`src/rtl/matdet_pkg.sv`:
```
// Shared types and constant helpers for the sequential determinant engine.
package matdet_pkg;

  // Largest matrix dimension the engine is meant to be built for.
  localparam int N_MAX = 8;

  // Engine states.
  typedef enum logic [1:0] {
    IDLE = 2'd0,
    RUN  = 2'd1,
    DONE = 2'd2
  } state_e;

  // n! evaluated at elaboration time; sizes the permutation counter.
  function automatic int factorial(input int n);
    int f;
    f = 1;
    for (int i = 2; i <= n; i++) begin
      f = f * i;
    end
    return f;
  endfunction

  // Ceiling log2 for elaboration-time widths (clog2(1) == 0).
  function automatic int clog2(input int v);
    int r;
    int x;
    r = 0;
    x = v - 1;
    while (x > 0) begin
      r = r + 1;
      x = x >> 1;
    end
    return r;
  endfunction

endpackage

```
`src/rtl/matdet_seq_if.sv`:
```
// Handshake bundle between the matrix source, the determinant engine and
// the downstream consumer. The master side offers matrices and accepts
// results; the slave side is the engine.
interface matdet_seq_if #(
  parameter int DATA_WIDTH = 8,
  parameter int N          = 7
);

  logic                         in_valid;
  logic                         in_ready;
  logic [N*N*DATA_WIDTH-1:0]    a;
  logic                         out_valid;
  logic                         out_ready;
  logic [DATA_WIDTH-1:0]        det;
  logic                         busy;

  modport master (
    output in_valid,
    output a,
    output out_ready,
    input  in_ready,
    input  out_valid,
    input  det,
    input  busy
  );

  modport slave (
    input  in_valid,
    input  a,
    input  out_ready,
    output in_ready,
    output out_valid,
    output det,
    output busy
  );

endinterface

```
`src/rtl/matdet_seq_sjt_perm_gen.sv`:
```
// Steinhaus-Johnson-Trotter permutation generator. Each step swaps the
// largest mobile element with the neighbour it points at, so consecutive
// permutations differ by one transposition and the parity simply toggles.
// Directions travel with their elements: 0 = pointing left, 1 = right.
module sjt_perm_gen
  import matdet_pkg::*;
#(
  parameter int N = 7
) (
  input  logic                     clk,
  input  logic                     rst_n,
  input  logic                     init,
  input  logic                     step,
  output logic [N*clog2(N)-1:0]    perm_flat,
  output logic                     sign
);

  localparam int IDX_W = clog2(N);

  logic [IDX_W-1:0] perm    [N];
  logic [IDX_W-1:0] perm_nx [N];
  logic             dir     [N];
  logic             dir_nx  [N];
  logic [N-1:0]     mobile;
  logic             found;
  logic             mob_dir;
  logic [IDX_W-1:0] mob_pos;
  logic [IDX_W-1:0] mob_val;
  logic [IDX_W-1:0] nb;

  // An element is mobile when the neighbour it points at holds a smaller value.
  for (genvar i = 0; i < N; i++) begin : g_mob
    if (i == 0) begin : g_first
      assign mobile[i] = dir[i] && (perm[i+1] < perm[i]);
    end else if (i == N - 1) begin : g_last
      assign mobile[i] = !dir[i] && (perm[i-1] < perm[i]);
    end else begin : g_mid
      assign mobile[i] = dir[i] ? (perm[i+1] < perm[i]) : (perm[i-1] < perm[i]);
    end
    assign perm_flat[i*IDX_W +: IDX_W] = perm[i];
  end

  // Locate the largest mobile element.
  always_comb begin
    // NOTE: every variable gets a default before the loop so no path leaves
    // it unassigned; a missing default here would infer a latch.
    found   = 1'b0;
    mob_pos = '0;
    mob_val = '0;
    mob_dir = 1'b0;
    for (int i = 0; i < N; i++) begin
      if (mobile[i] && (!found || (perm[i] > mob_val))) begin
        found   = 1'b1;
        mob_pos = IDX_W'(i);
        mob_val = perm[i];
        mob_dir = dir[i];
      end
    end
  end

  assign nb = mob_dir ? (mob_pos + 1'b1) : (mob_pos - 1'b1);

  // Build the next permutation: swap, then reverse every larger element.
  always_comb begin
    for (int i = 0; i < N; i++) begin
      perm_nx[i] = perm[i];
      dir_nx[i]  = dir[i];
    end
    perm_nx[mob_pos] = perm[nb];
    perm_nx[nb]      = mob_val;
    dir_nx[mob_pos]  = dir[nb];
    dir_nx[nb]       = mob_dir;
    for (int i = 0; i < N; i++) begin
      if (perm_nx[i] > mob_val) begin
        dir_nx[i] = ~dir_nx[i];
      end
    end
  end

  // Permutation, direction and parity registers.
  always_ff @(posedge clk or negedge rst_n) begin
    if (!rst_n) begin
      for (int i = 0; i < N; i++) begin
        perm[i] <= '0;
        dir[i]  <= 1'b0;
      end
      sign <= 1'b0;
    end else if (init) begin
      for (int i = 0; i < N; i++) begin
        perm[i] <= IDX_W'(i);
        dir[i]  <= 1'b0;
      end
      sign <= 1'b0;
    end else if (step && found) begin
      for (int i = 0; i < N; i++) begin
        perm[i] <= perm_nx[i];
        dir[i]  <= dir_nx[i];
      end
      sign <= ~sign;
    end
  end

endmodule

```
`src/rtl/matdet_seq.sv`:
```
// Sequential NxN determinant engine: accumulates one signed Leibniz term
// per clock, visiting permutations in SJT order so the term sign toggles
// every step. One matrix in flight; valid/ready on both sides.
// Optional build macro MATDET_ZERO_ROW_SKIP_EN: a matrix with an all-zero
// row is answered with det=0 straight from accept instead of running N! terms.
module matdet_seq
  import matdet_pkg::*;
#(
  parameter int DATA_WIDTH = 8,
  parameter int N          = 7
) (
  input logic         clk,
  input logic         rst_n,
  matdet_seq_if.slave bus
);

  localparam int MATRIX_SIZE = N * N;
  localparam int FACT        = factorial(N);
  localparam int CNT_W       = clog2(FACT);
  localparam int IDX_W       = clog2(N);
  localparam logic [CNT_W-1:0] CNT_LAST = CNT_W'(FACT - 1);

  localparam logic [1:0] ST_IDLE = IDLE;
  localparam logic [1:0] ST_RUN  = RUN;
  localparam logic [1:0] ST_DONE = DONE;

  logic [1:0]                        state;
  logic [MATRIX_SIZE*DATA_WIDTH-1:0] a_in;
  logic [DATA_WIDTH-1:0]             m   [N][N];
  logic [DATA_WIDTH-1:0]             sel [N];
  logic [DATA_WIDTH-1:0]             term;
  logic [DATA_WIDTH-1:0]             acc;
  logic [DATA_WIDTH-1:0]             acc_nx;
  logic [DATA_WIDTH-1:0]             det_q;
  logic [CNT_W-1:0]                  cnt;
  logic [N*IDX_W-1:0]                perm_flat;
  logic                              sign;
  logic                              accept;
  logic                              step;
  logic                              skip;

  assign a_in   = bus.a;
  assign accept = bus.in_valid && (state == ST_IDLE);
  assign step   = (state == ST_RUN);

`ifdef MATDET_ZERO_ROW_SKIP_EN
  logic [N-1:0] row_zero;

  for (genvar r = 0; r < N; r++) begin : g_zero
    assign row_zero[r] = (a_in[r*N*DATA_WIDTH +: N*DATA_WIDTH] == '0);
  end
  assign skip = |row_zero;
`else
  assign skip = 1'b0;
`endif

  // Capture the offered matrix; the source is free to change a afterwards.
  // NOTE: the matrix store is deliberately not reset: it is only read in RUN,
  // and RUN is only ever entered through a fresh capture.
  always_ff @(posedge clk) begin
    if (accept) begin
      for (int r = 0; r < N; r++) begin
        for (int c = 0; c < N; c++) begin
          m[r][c] <= a_in[((r*N)+c)*DATA_WIDTH +: DATA_WIDTH];
        end
      end
    end
  end

  sjt_perm_gen #(
    .N (N)
  ) u_perm (
    .clk       (clk),
    .rst_n     (rst_n),
    .init      (accept),
    .step      (step),
    .perm_flat (perm_flat),
    .sign      (sign)
  );

  // Per-row column select driven by the current permutation.
  for (genvar r = 0; r < N; r++) begin : g_sel
    assign sel[r] = m[r][perm_flat[r*IDX_W +: IDX_W]];
  end

  // N-term multiply chain, truncated to DATA_WIDTH after every multiply.
  always_comb begin
    // NOTE: blocking assignments chain the partial products within one
    // evaluation; state registers elsewhere use non-blocking only.
    term = sel[0];
    for (int r = 1; r < N; r++) begin
      term = term * sel[r];
    end
  end

  assign acc_nx = sign ? (acc - term) : (acc + term);

  // Control FSM, accumulator, term counter and result register.
  always_ff @(posedge clk or negedge rst_n) begin
    if (!rst_n) begin
      state <= ST_IDLE;
      acc   <= '0;
      cnt   <= '0;
      det_q <= '0;
    end else begin
      case (state)
        ST_IDLE: begin
          if (accept) begin
            acc <= '0;
            cnt <= '0;
            if (skip) begin
              det_q <= '0;
              state <= ST_DONE;
            end else begin
              state <= ST_RUN;
            end
          end
        end
        ST_RUN: begin
          acc <= acc_nx;
          cnt <= cnt + 1'b1;
          if (cnt == CNT_LAST) begin
            det_q <= acc_nx;
            state <= ST_DONE;
          end
        end
        ST_DONE: begin
          if (bus.out_ready) begin
            state <= ST_IDLE;
          end
        end
        default: begin
          state <= ST_IDLE;
        end
      endcase
    end
  end

  assign bus.in_ready  = (state == ST_IDLE);
  assign bus.out_valid = (state == ST_DONE);
  assign bus.busy      = (state == ST_RUN);
  assign bus.det       = det_q;

endmodule

```
`src/flat_wrapper.sv`:
```
// flat-port wrapper written by rule: the top's interface ports become plain ports
module matdet_seq_flat import matdet_pkg::*;
#(
  parameter int DATA_WIDTH = 8,
  parameter int N          = 7
)
  (clk, rst_n, bus_in_valid, bus_a, bus_out_ready, bus_in_ready, bus_out_valid, bus_det, bus_busy);
  matdet_seq_if #(.DATA_WIDTH(DATA_WIDTH), .N(N)) bus_i ();
  input logic clk;
  input logic rst_n;
  input wire logic [$bits(bus_i.in_valid)-1:0] bus_in_valid;
  input wire logic [$bits(bus_i.a)-1:0] bus_a;
  input wire logic [$bits(bus_i.out_ready)-1:0] bus_out_ready;
  output wire logic [$bits(bus_i.in_ready)-1:0] bus_in_ready;
  output wire logic [$bits(bus_i.out_valid)-1:0] bus_out_valid;
  output wire logic [$bits(bus_i.det)-1:0] bus_det;
  output wire logic [$bits(bus_i.busy)-1:0] bus_busy;
  assign bus_i.in_valid = bus_in_valid;
  assign bus_i.a = bus_a;
  assign bus_i.out_ready = bus_out_ready;
  assign bus_in_ready = bus_i.in_ready;
  assign bus_out_valid = bus_i.out_valid;
  assign bus_det = bus_i.det;
  assign bus_busy = bus_i.busy;
  matdet_seq #(.DATA_WIDTH(DATA_WIDTH), .N(N)) u_core (.clk(clk), .rst_n(rst_n), .bus(bus_i));
endmodule
```
`config.mk`:
```
export PLATFORM = sky130hd
export DESIGN_NAME = matdet_seq_flat
export DESIGN_NICKNAME = d
export VERILOG_FILES = /design/src/rtl/matdet_pkg.sv /design/src/rtl/matdet_seq_if.sv /design/src/rtl/matdet_seq_sjt_perm_gen.sv /design/src/rtl/matdet_seq.sv /design/src/flat_wrapper.sv
export SDC_FILE = /design/constraint.sdc
export NUM_CORES = 1
export LEC_CHECK = 0
export CAP_MARGIN = 5
export CORE_MARGIN = 2
export CORE_UTILIZATION = 55
export DETAILED_ROUTE_END_ITERATION = 16
export GPL_TIMING_DRIVEN = 0
export PLACE_DENSITY = 0.81
export RECOVER_POWER = 100
export SLEW_MARGIN = 20
export SYNTH_ARGS = -nofsm -noshare
export SYNTH_HDL_FRONTEND = slang
export SYNTH_SLANG_ARGS = --single-unit
export TNS_END_PERCENT = 20
```
`constraint.sdc`:
```
create_clock -name clk -period 17.6 [get_ports clk]
set_input_delay 4.4 -clock clk [delete_from_list [all_inputs] [get_ports clk]]
set_output_delay 4.4 -clock clk [all_outputs]
set_load 0.03 [all_outputs]
```
==> summary.txt, run 1 <==
Min path
  • Worst Hold Path EP: u_core.bus.det[4]$_DFFE_PN0P_
  • Hold path cells: 2
  • Hold Path Class: reg2reg
  • Worst hold start: u_core.bus.det[4]$_DFFE_PN0P_

Place
  • Post-DP Area: 31000 sq um
  • I/O Buffers: 406
  • Gpl congestion: 0.951
  • Hpwl dp: 51.7 mm

Floorplan
  • Row count: 79
  • Core Area: 46600 sq um
  • Starting Density: 55.7%
  • Io pins: 407
  • Die X: 221 um
  • Die height: 221 um
  • Die area: 48900 sq um

Layout
  • Area Growth Syn to Fin: 24.8%
  • Nets: 3166
  • Post-route cell area: 32400 sq um
  • Share of cells above drive strength 1: 7.99%
  • Fillcell total: 3296

Worst setup path
  • R2R cell count: 58
  • Crit path DAT: 17420 ps
  • Worst EP required: 18090 ps
  • Crit end category: flop
  • Crit path launch type: flop
  • R2r endpoint: u_core.acc[7]$_DFFE_PN0P_
  • CP max stage delay: 610 ps
  • Kind of critical path: reg2reg
  • Most used cell, CP: fa_1
  • Worst r2r src: u_core.u_perm.perm_flat[1]$_DFFE_PN0P_
  • Crit-path slowest cell: fa_1
  • Crit path max fanout: 10
  • R2r setup slk: 680 ps

Drt
  • DR vias/cell: 5.84
  • Total Wirelength: 68.5 mm
  • DRT Pass-1 Iters: 6
  • Routed WL per cell: 21.5 um
  • Wl on met1: 27.8 mm
  • Drc violations: 0
  • Initial DRC count: 1459
  • Top layer in use: met4
  • Post-route ant nets: 0
  • Wire length on met3: 4.92 mm
  • DR WL met2: 33.7 mm
  • Vias: 18600

STA
  • Worst-margin pin slew: 4720 ps
  • Endpoints failing hold: 0
  • Setup_tns: 0 ps
  • Max_slew headroom: -215%
  • Endpoints failing setup: 0
  • Final worst-path cycle share: 96.2%
  • Count of pins over their slew limit: 465
  • Maximum operating frequency: 59.1 MHz
  • Skew final: 17.6 ps
  • Tmin final: 16920 ps

Global routing
  • Largest net degree at the start of global routing: 96
  • Vias in the first global route: 19600
  • Gr usage total: 28.0%
  • Initial antenna violation count: 7
  • First-pass GRT wire length: 107 mm
  • GRT Residual Overflow: 0

Synthesis
  • Synth Flop Type: edfxtp_1
  • Cells after synthesis: 2068
  • Synthesized cell area: 26000 sq um
  • Yosys reg bits: 452
  • Yosys warnings: 0
  • Number of distinct library cells after synthesis: 78
  • Synth top area cells: edfxtp_1 45%, ha_1 7.8%, dfrtp_1 5.8%
  • Post-synthesis sequential area ratio: 51.1%
  • Net Count, Synth: 2700
  • Top cells by count, synth: 392 x edfxtp_1, 162 x ha_1, 156 x inv_1
  • Yosys top cell area share: 45.4%
  • Area leader, netlist: edfxtp_1
  • Most common cell in the netlist: edfxtp_1
  • Synthesized area per cell: 12.5 sq um
  • Asr flop ratio synth: 13.3%
  • EDFF count, synth: 392

Clock tree
  • CTS buffer count: 48
  • Worst-path clk slew: 60 ps
  • Clk_lat worst skew: 600 ps
  • Max Buffers Root-to-Sink: 3
  • CTS tree: done
  • Clk root buf: clkbuf_16
  • Sink Count: 452
  • Cts hold-fix bufs: 0
  • H-tree levels: 2

Outcome
  • Status: finished, violations left
  • Failing checks: capacitance limit, slew limit

Flow run
  • MaxCap Viol Count: 7
[final cells by class]
type	instances	area, sq um	share of cell area (%)
antenna	7	17.5	0.0541
buffer	74	358	1.10
clock buffer	61	1250	3.86
clock inverter	22	189	0.583
inverter	163	613	1.89
multi-input combinational	1379	11800	36.5
sequential	452	13300	41.0
tap	607	759	2.34
timing repair buffer	416	4110	12.7
[flip-flops by register name, summed over array words and instances (netlist names)]
register / flops
u_core.u_perm.perm_flat: 21
u_core.u_perm.sign: 1
u_core.cnt: 13
u_core.m: 392
u_core.u_perm.dir: 7
u_core.state: 2
u_core.bus.det: 8
u_core.acc: 8
[logic make-up after synthesis]
logic type | share of synthesized area [%]
flops | 51.1
compound gates | 9.54
xor+xnor | 3.92
fa+ha+maj | 13.5
mux | 9.01
simple gates | 9.17
buf+inv | 3.70
[through the flow]
stage	utilization, %	cells	worst slack, ps	hold WS, ps
final	69.6	3181	675	466
after floorplan	-	2068	1570	456
after CTS	69.6	3171	22.4	477
after global placement	66.1	3081	-2020	464
after global routing	69.6	3180	-22.9	493
after detailed placement	66.5	3088	-300	462
[worst max path at each step]
stage,from,end,slack (ps),cells after the start
final,u_core.u_perm.perm_flat[1]$_DFFE_PN0P_,u_core.acc[7]$_DFFE_PN0P_,680,58
after global routing,u_core.u_perm.perm_flat[1]$_DFFE_PN0P_,u_core.bus.det[7]$_DFFE_PN0P_,-20,58
after CTS,u_core.u_perm.perm_flat[2]$_DFFE_PN0P_,u_core.acc[7]$_DFFE_PN0P_,20,54
after detailed placement,u_core.u_perm.perm_flat[0]$_DFFE_PN0P_,u_core.acc[7]$_DFFE_PN0P_,-300,55
after global placement,bus_in_valid,u_core.cnt[8]$_DFFE_PN0P_,-2020,6
after floorplan,u_core.u_perm.perm_flat[1]$_DFFE_PN0P_,u_core.acc[7]$_DFFE_PN0P_,1570,56
[per-layer routing]
layer  global-route usage [%]  vias up
li1                         -     8510
met1                     36.8     9169
met2                     47.1      755
met3                     4.69      150
met4                     9.74        0
met5                        0        -
[worst max-delay path: cells and delay by family, from the launching register on]
kind / cells / cell delay [ps]
buf+inv: 10 / 1040
flops: 1 / 350
fa+ha+maj: 26 / 11590
compound gates: 4 / 870
xor+xnor: 10 / 1810
simple gates: 7 / 810
mux: 1 / 350
[timing repair]
item,4_1_cts,5_1_grt
buffers inserted,0,3
resized for setup,5,20
pin swaps,0,5
endpoints found under the setup margin,2,4
[cell usage in the layout (no fill, tap or decap), types with 9 or more instances in the layout]
| cell type | synthesis | layout |
|---|---|---|
| clkbuf_16 | 0 | 48 |
| a221o_1 | 16 | 16 |
| a21oi_1 | 76 | 76 |
| ha_1 | 162 | 159 |
| dlygate4sd3_1 | 0 | 404 |
| nor2_1 | 127 | 127 |
| clkbuf_1 | 51 | 71 |
| edfxtp_1 | 392 | 392 |
| a21o_1 | 27 | 27 |
| xor2_1 | 18 | 18 |
| nand3_1 | 42 | 42 |
| a221oi_1 | 34 | 34 |
| a22oi_1 | 12 | 12 |
| nor2b_1 | 76 | 76 |
| a31oi_1 | 17 | 17 |
| mux4_2 | 38 | 38 |
| nor3_1 | 16 | 16 |
| inv_1 | 156 | 156 |
| clkinv_1 | 6 | 11 |
| fa_1 | 74 | 74 |
| o21a_1 | 12 | 12 |
| o22ai_1 | 13 | 13 |
| xnor2_1 | 85 | 80 |
| nand2b_1 | 37 | 37 |
| a2111oi_0 | 9 | 9 |
| nand2_1 | 115 | 115 |
| o21ai_0 | 89 | 89 |
| mux2_2 | 47 | 44 |
| and2_1 | 32 | 30 |
| mux2i_1 | 94 | 93 |
| dfrtp_1 | 60 | 59 |
Power of run 1 is not shown: default switching activity piles up to over one toggle a cycle in this logic, so the estimate is an artifact.
==> run 2, diff against run 1 <==
--- a/config.mk
+++ b/config.mk
@@ -5,12 +5,13 @@
 export SDC_FILE = /design/constraint.sdc
 export NUM_CORES = 1
 export LEC_CHECK = 0
+export ABC_AREA = 1
 export CAP_MARGIN = 5
 export CORE_MARGIN = 2
 export CORE_UTILIZATION = 55
 export DETAILED_ROUTE_END_ITERATION = 16
 export GPL_TIMING_DRIVEN = 0
-export PLACE_DENSITY = 0.81
+export PLACE_DENSITY = 0.88
 export RECOVER_POWER = 100
 export SLEW_MARGIN = 20
 export SYNTH_ARGS = -nofsm -noshare
==> summary.txt, run 2 <==
Outcome
  • Status: finished, violations left (unchanged)
  • Failing checks: capacitance limit, slew limit (unchanged)

Place
  • Hpwl dp: 55.0 mm (was 51.7 mm)
  • I/O Buffers: 406 (unchanged)
  • Gpl congestion: 0.947 (was 0.951)
  • Placed Cells: 4007 (was 3088)
  • Place WS: 11.1 ps (was -300 ps)

Drt
  • DR vias/cell: 5.46 (was 5.84)
  • Total Wirelength: 74.0 mm (was 68.5 mm)
  • Post-route ant nets: 0 (unchanged)
  • Initial DRC count: 2327 (was 1459)
  • Drc violations: 0 (unchanged)
  • DRT Pass-1 Iters: 6 (unchanged)
  • Routed WL per cell: 17.9 um (was 21.5 um)
  • Vias: 22600 (was 18600)

Worst setup path
  • Kind of critical path: reg2reg (unchanged)
  • Worst r2r src: u_core.u_perm.perm_flat[2]$_DFFE_PN0P_ (was u_core.u_perm.perm_flat[1]$_DFFE_PN0P_)
  • Worst EP required: 18070 ps (was 18090 ps)
  • Crit path DAT: 17350 ps (was 17420 ps)
  • Crit end category: flop (unchanged)
  • R2r setup slk: 720 ps (was 680 ps)
  • Crit path launch type: flop (unchanged)
  • Worst setup startpoint: u_core.u_perm.perm_flat[2]$_DFFE_PN0P_ (was u_core.u_perm.perm_flat[1]$_DFFE_PN0P_)
  • Most used cell, CP: fa_1 (unchanged)
  • CP max stage delay: 620 ps (was 610 ps)
  • Crit path max fanout: 10 (unchanged)
  • R2R cell count: 60 (was 58)
  • CP Capture Point: u_core.bus.det[7]$_DFFE_PN0P_ (was u_core.acc[7]$_DFFE_PN0P_)
  • R2r endpoint: u_core.bus.det[7]$_DFFE_PN0P_ (was u_core.acc[7]$_DFFE_PN0P_)
  • Crit-path slowest cell: fa_1 (unchanged)

Global routing
  • First-pass GRT wire length: 114 mm (was 107 mm)
  • Initial antenna violation count: 20 (was 7)
  • Vias in the first global route: 22400 (was 19600)
  • Gr usage total: 28.8% (was 28.0%)
  • Largest net degree at the start of global routing: 120 (was 96)
  • GRT Residual Overflow: 0 (unchanged)

Layout
  • Most frequent cells in the layout: 712 x nand2_1, 405 x dlygate4sd3_1, 396 x inv_1 (was 404 x dlygate4sd3_1, 392 x edfxtp_1, 159 x ha_1)
  • Largest register by flop count: u_core.m (unchanged)
  • Share of cells above drive strength 1: 5.85% (was 7.99%)
  • Max reg flops: 392 (unchanged)
  • Commonest non-fill, non-tap cell in the layout: nand2_1 (was dlygate4sd3_1)
  • Area Growth Syn to Fin: 24.7% (was 24.8%)
  • Non-Filler Instances: 4127 (was 3181)
  • Finished Core Util: 69.2% (was 69.6%)
  • Nets: 4030 (was 3166)

Clock tree
  • CTS buffer count: 49 (was 48)
  • Clk_lat worst skew: 590 ps (was 600 ps)
  • H-tree levels: 2 (unchanged)
  • Clk root buf: clkbuf_16 (unchanged)
  • Cts hold-fix bufs: 0 (unchanged)
  • Max Buffers Root-to-Sink: 3 (unchanged)
  • Worst-path clk slew: 60 ps (about the same)
  • CTS tree: done (unchanged)
  • Sink Count: 452 (unchanged)

Floorplan
  • Die X: 226 um (was 221 um)
  • Row count: 81 (was 79)
  • Core Area: 48700 sq um (was 46600 sq um)
  • Die area: 50900 sq um (was 48900 sq um)
  • Io pins: 407 (unchanged)
  • Starting Density: 55.5% (was 55.7%)
  • Die height: 226 um (was 221 um)

STA
  • Final worst-path cycle share: 95.9% (was 96.2%)
  • WHS: 480 ps (was 466 ps)
  • Final WS setup: 721 ps (was 675 ps)
  • Maximum operating frequency: 59.2 MHz (was 59.1 MHz)
  • Count of pins over their slew limit: 439 (was 465)
  • Endpoints failing hold: 0 (unchanged)
  • Max_slew headroom: -305% (was -215%)
  • Endpoints failing setup: 0 (unchanged)
  • Worst-margin pin slew: 6080 ps (was 4720 ps)
  • Skew final: 17.0 ps (was 17.6 ps)
  • Tmin final: 16880 ps (was 16920 ps)

Min path
  • Hold Path Class: reg2reg (unchanged)
  • Hold path cells: 2 (unchanged)
  • Worst hold start: u_core.bus.det[1]$_DFFE_PN0P_ (was u_core.bus.det[4]$_DFFE_PN0P_)

Synthesis
  • Most common cell in the netlist: nand2_1 (was edfxtp_1)
  • Cells after synthesis: 2933 (was 2068)
  • Yosys top cell area share: 43.5% (was 45.4%)
  • Number of distinct library cells after synthesis: 59 (was 78)
  • Synth top area cells: edfxtp_1 44%, nand2_1 9.8%, ha_1 7.5% (was edfxtp_1 45%, ha_1 7.8%, dfrtp_1 5.8%)
  • Top cells by count, synth: 707 x nand2_1, 395 x inv_1, 392 x edfxtp_1 (was 392 x edfxtp_1, 162 x ha_1, 156 x inv_1)
  • EDFF count, synth: 392 (unchanged)
  • Asr flop ratio synth: 13.3% (unchanged)
  • Post-synthesis sequential area ratio: 49.1% (was 51.1%)
  • Synthesized cell area: 27000 sq um (was 26000 sq um)
  • Net Count, Synth: 3565 (was 2700)
  • Synth Flop Type: edfxtp_1 (unchanged)
  • Area leader, netlist: edfxtp_1 (unchanged)
  • Synthesized area per cell: 9.22 sq um (was 12.5 sq um)
  • Yosys reg bits: 452 (unchanged)
  • Yosys warnings: 0 (unchanged)

Flow run
  • MaxCap Viol Count: 5 (was 7)
[run 2: what timing repair did]
action                     in CTS  in global routing
buffers inserted                0                  4
pin swaps                       0                  7
cloned                          0                  0
gates resized for setup         2                 31
setup endpoints to repair       2                  4
[run 2: per-layer routing]
layer | share of wire [%] | vias to the layer above | GRT usage (%)
met4 | 3.4 | 0 | 12.0
met5 | 0 | - | 0
met2 | 50 | 1103 | 48.5
met3 | 7.9 | 198 | 4.66
li1 | - | 10700 | -
met1 | 39 | 10600 | 37.2
[run 2: cell type report]
type                            instances  area, sq um
Inverter                              422         1600
Fill cell                            3517        15000
Buffer                                 78          427
Clock buffer                           60         1340
Sequential cell                       452        13300
Timing Repair Buffer                  414         4100
Multi-Input combinational cell       1981        11800
Tap cell                              664          831
Clock inverter                         29          274
Antenna cell                           27         67.6
[run 2: through the flow]
stage	instance area (sq um)	TNS, ps
2_1_floorplan	27000	0
3_3_place_gp	31900	0
3_5_place_dp	32000	0
4_1_cts	33600	0
5_1_grt	33700	-110
6_report	33700	0
[run 2: critical path, delay by kind of cell, from the launching register on]
kind / cells / cell delay [ps]
AOI/OAI and AO/OA: 2 / 290
xor gates and xnor gates: 7 / 1460
adders and majority gates: 27 / 11900
buffers and inverters: 12 / 1240
DFF: 1 / 420
and+or+nand+nor: 12 / 1490
[run 2: kinds of logic after synthesis]
group / share of synthesized area [%]
compound gates: 7.74
simple gates: 20.9
buf+inv: 7.36
flops: 49.1
xor+xnor: 1.89
fa+ha+maj: 13.0
[run 2: worst min-delay path by stage]
stage | end | slack (ps)
after CTS | u_core.cnt[9]$_DFFE_PN0P_ | 480
final | u_core.bus.det[1]$_DFFE_PN0P_ | 480
after global placement | u_core.cnt[9]$_DFFE_PN0P_ | 450
after detailed placement | u_core.bus.det[7]$_DFFE_PN0P_ | 470
after floorplan | u_core.cnt[9]$_DFFE_PN0P_ | 440
after global routing | u_core.bus.det[4]$_DFFE_PN0P_ | 500
Power of run 2 is left out for the same reason.
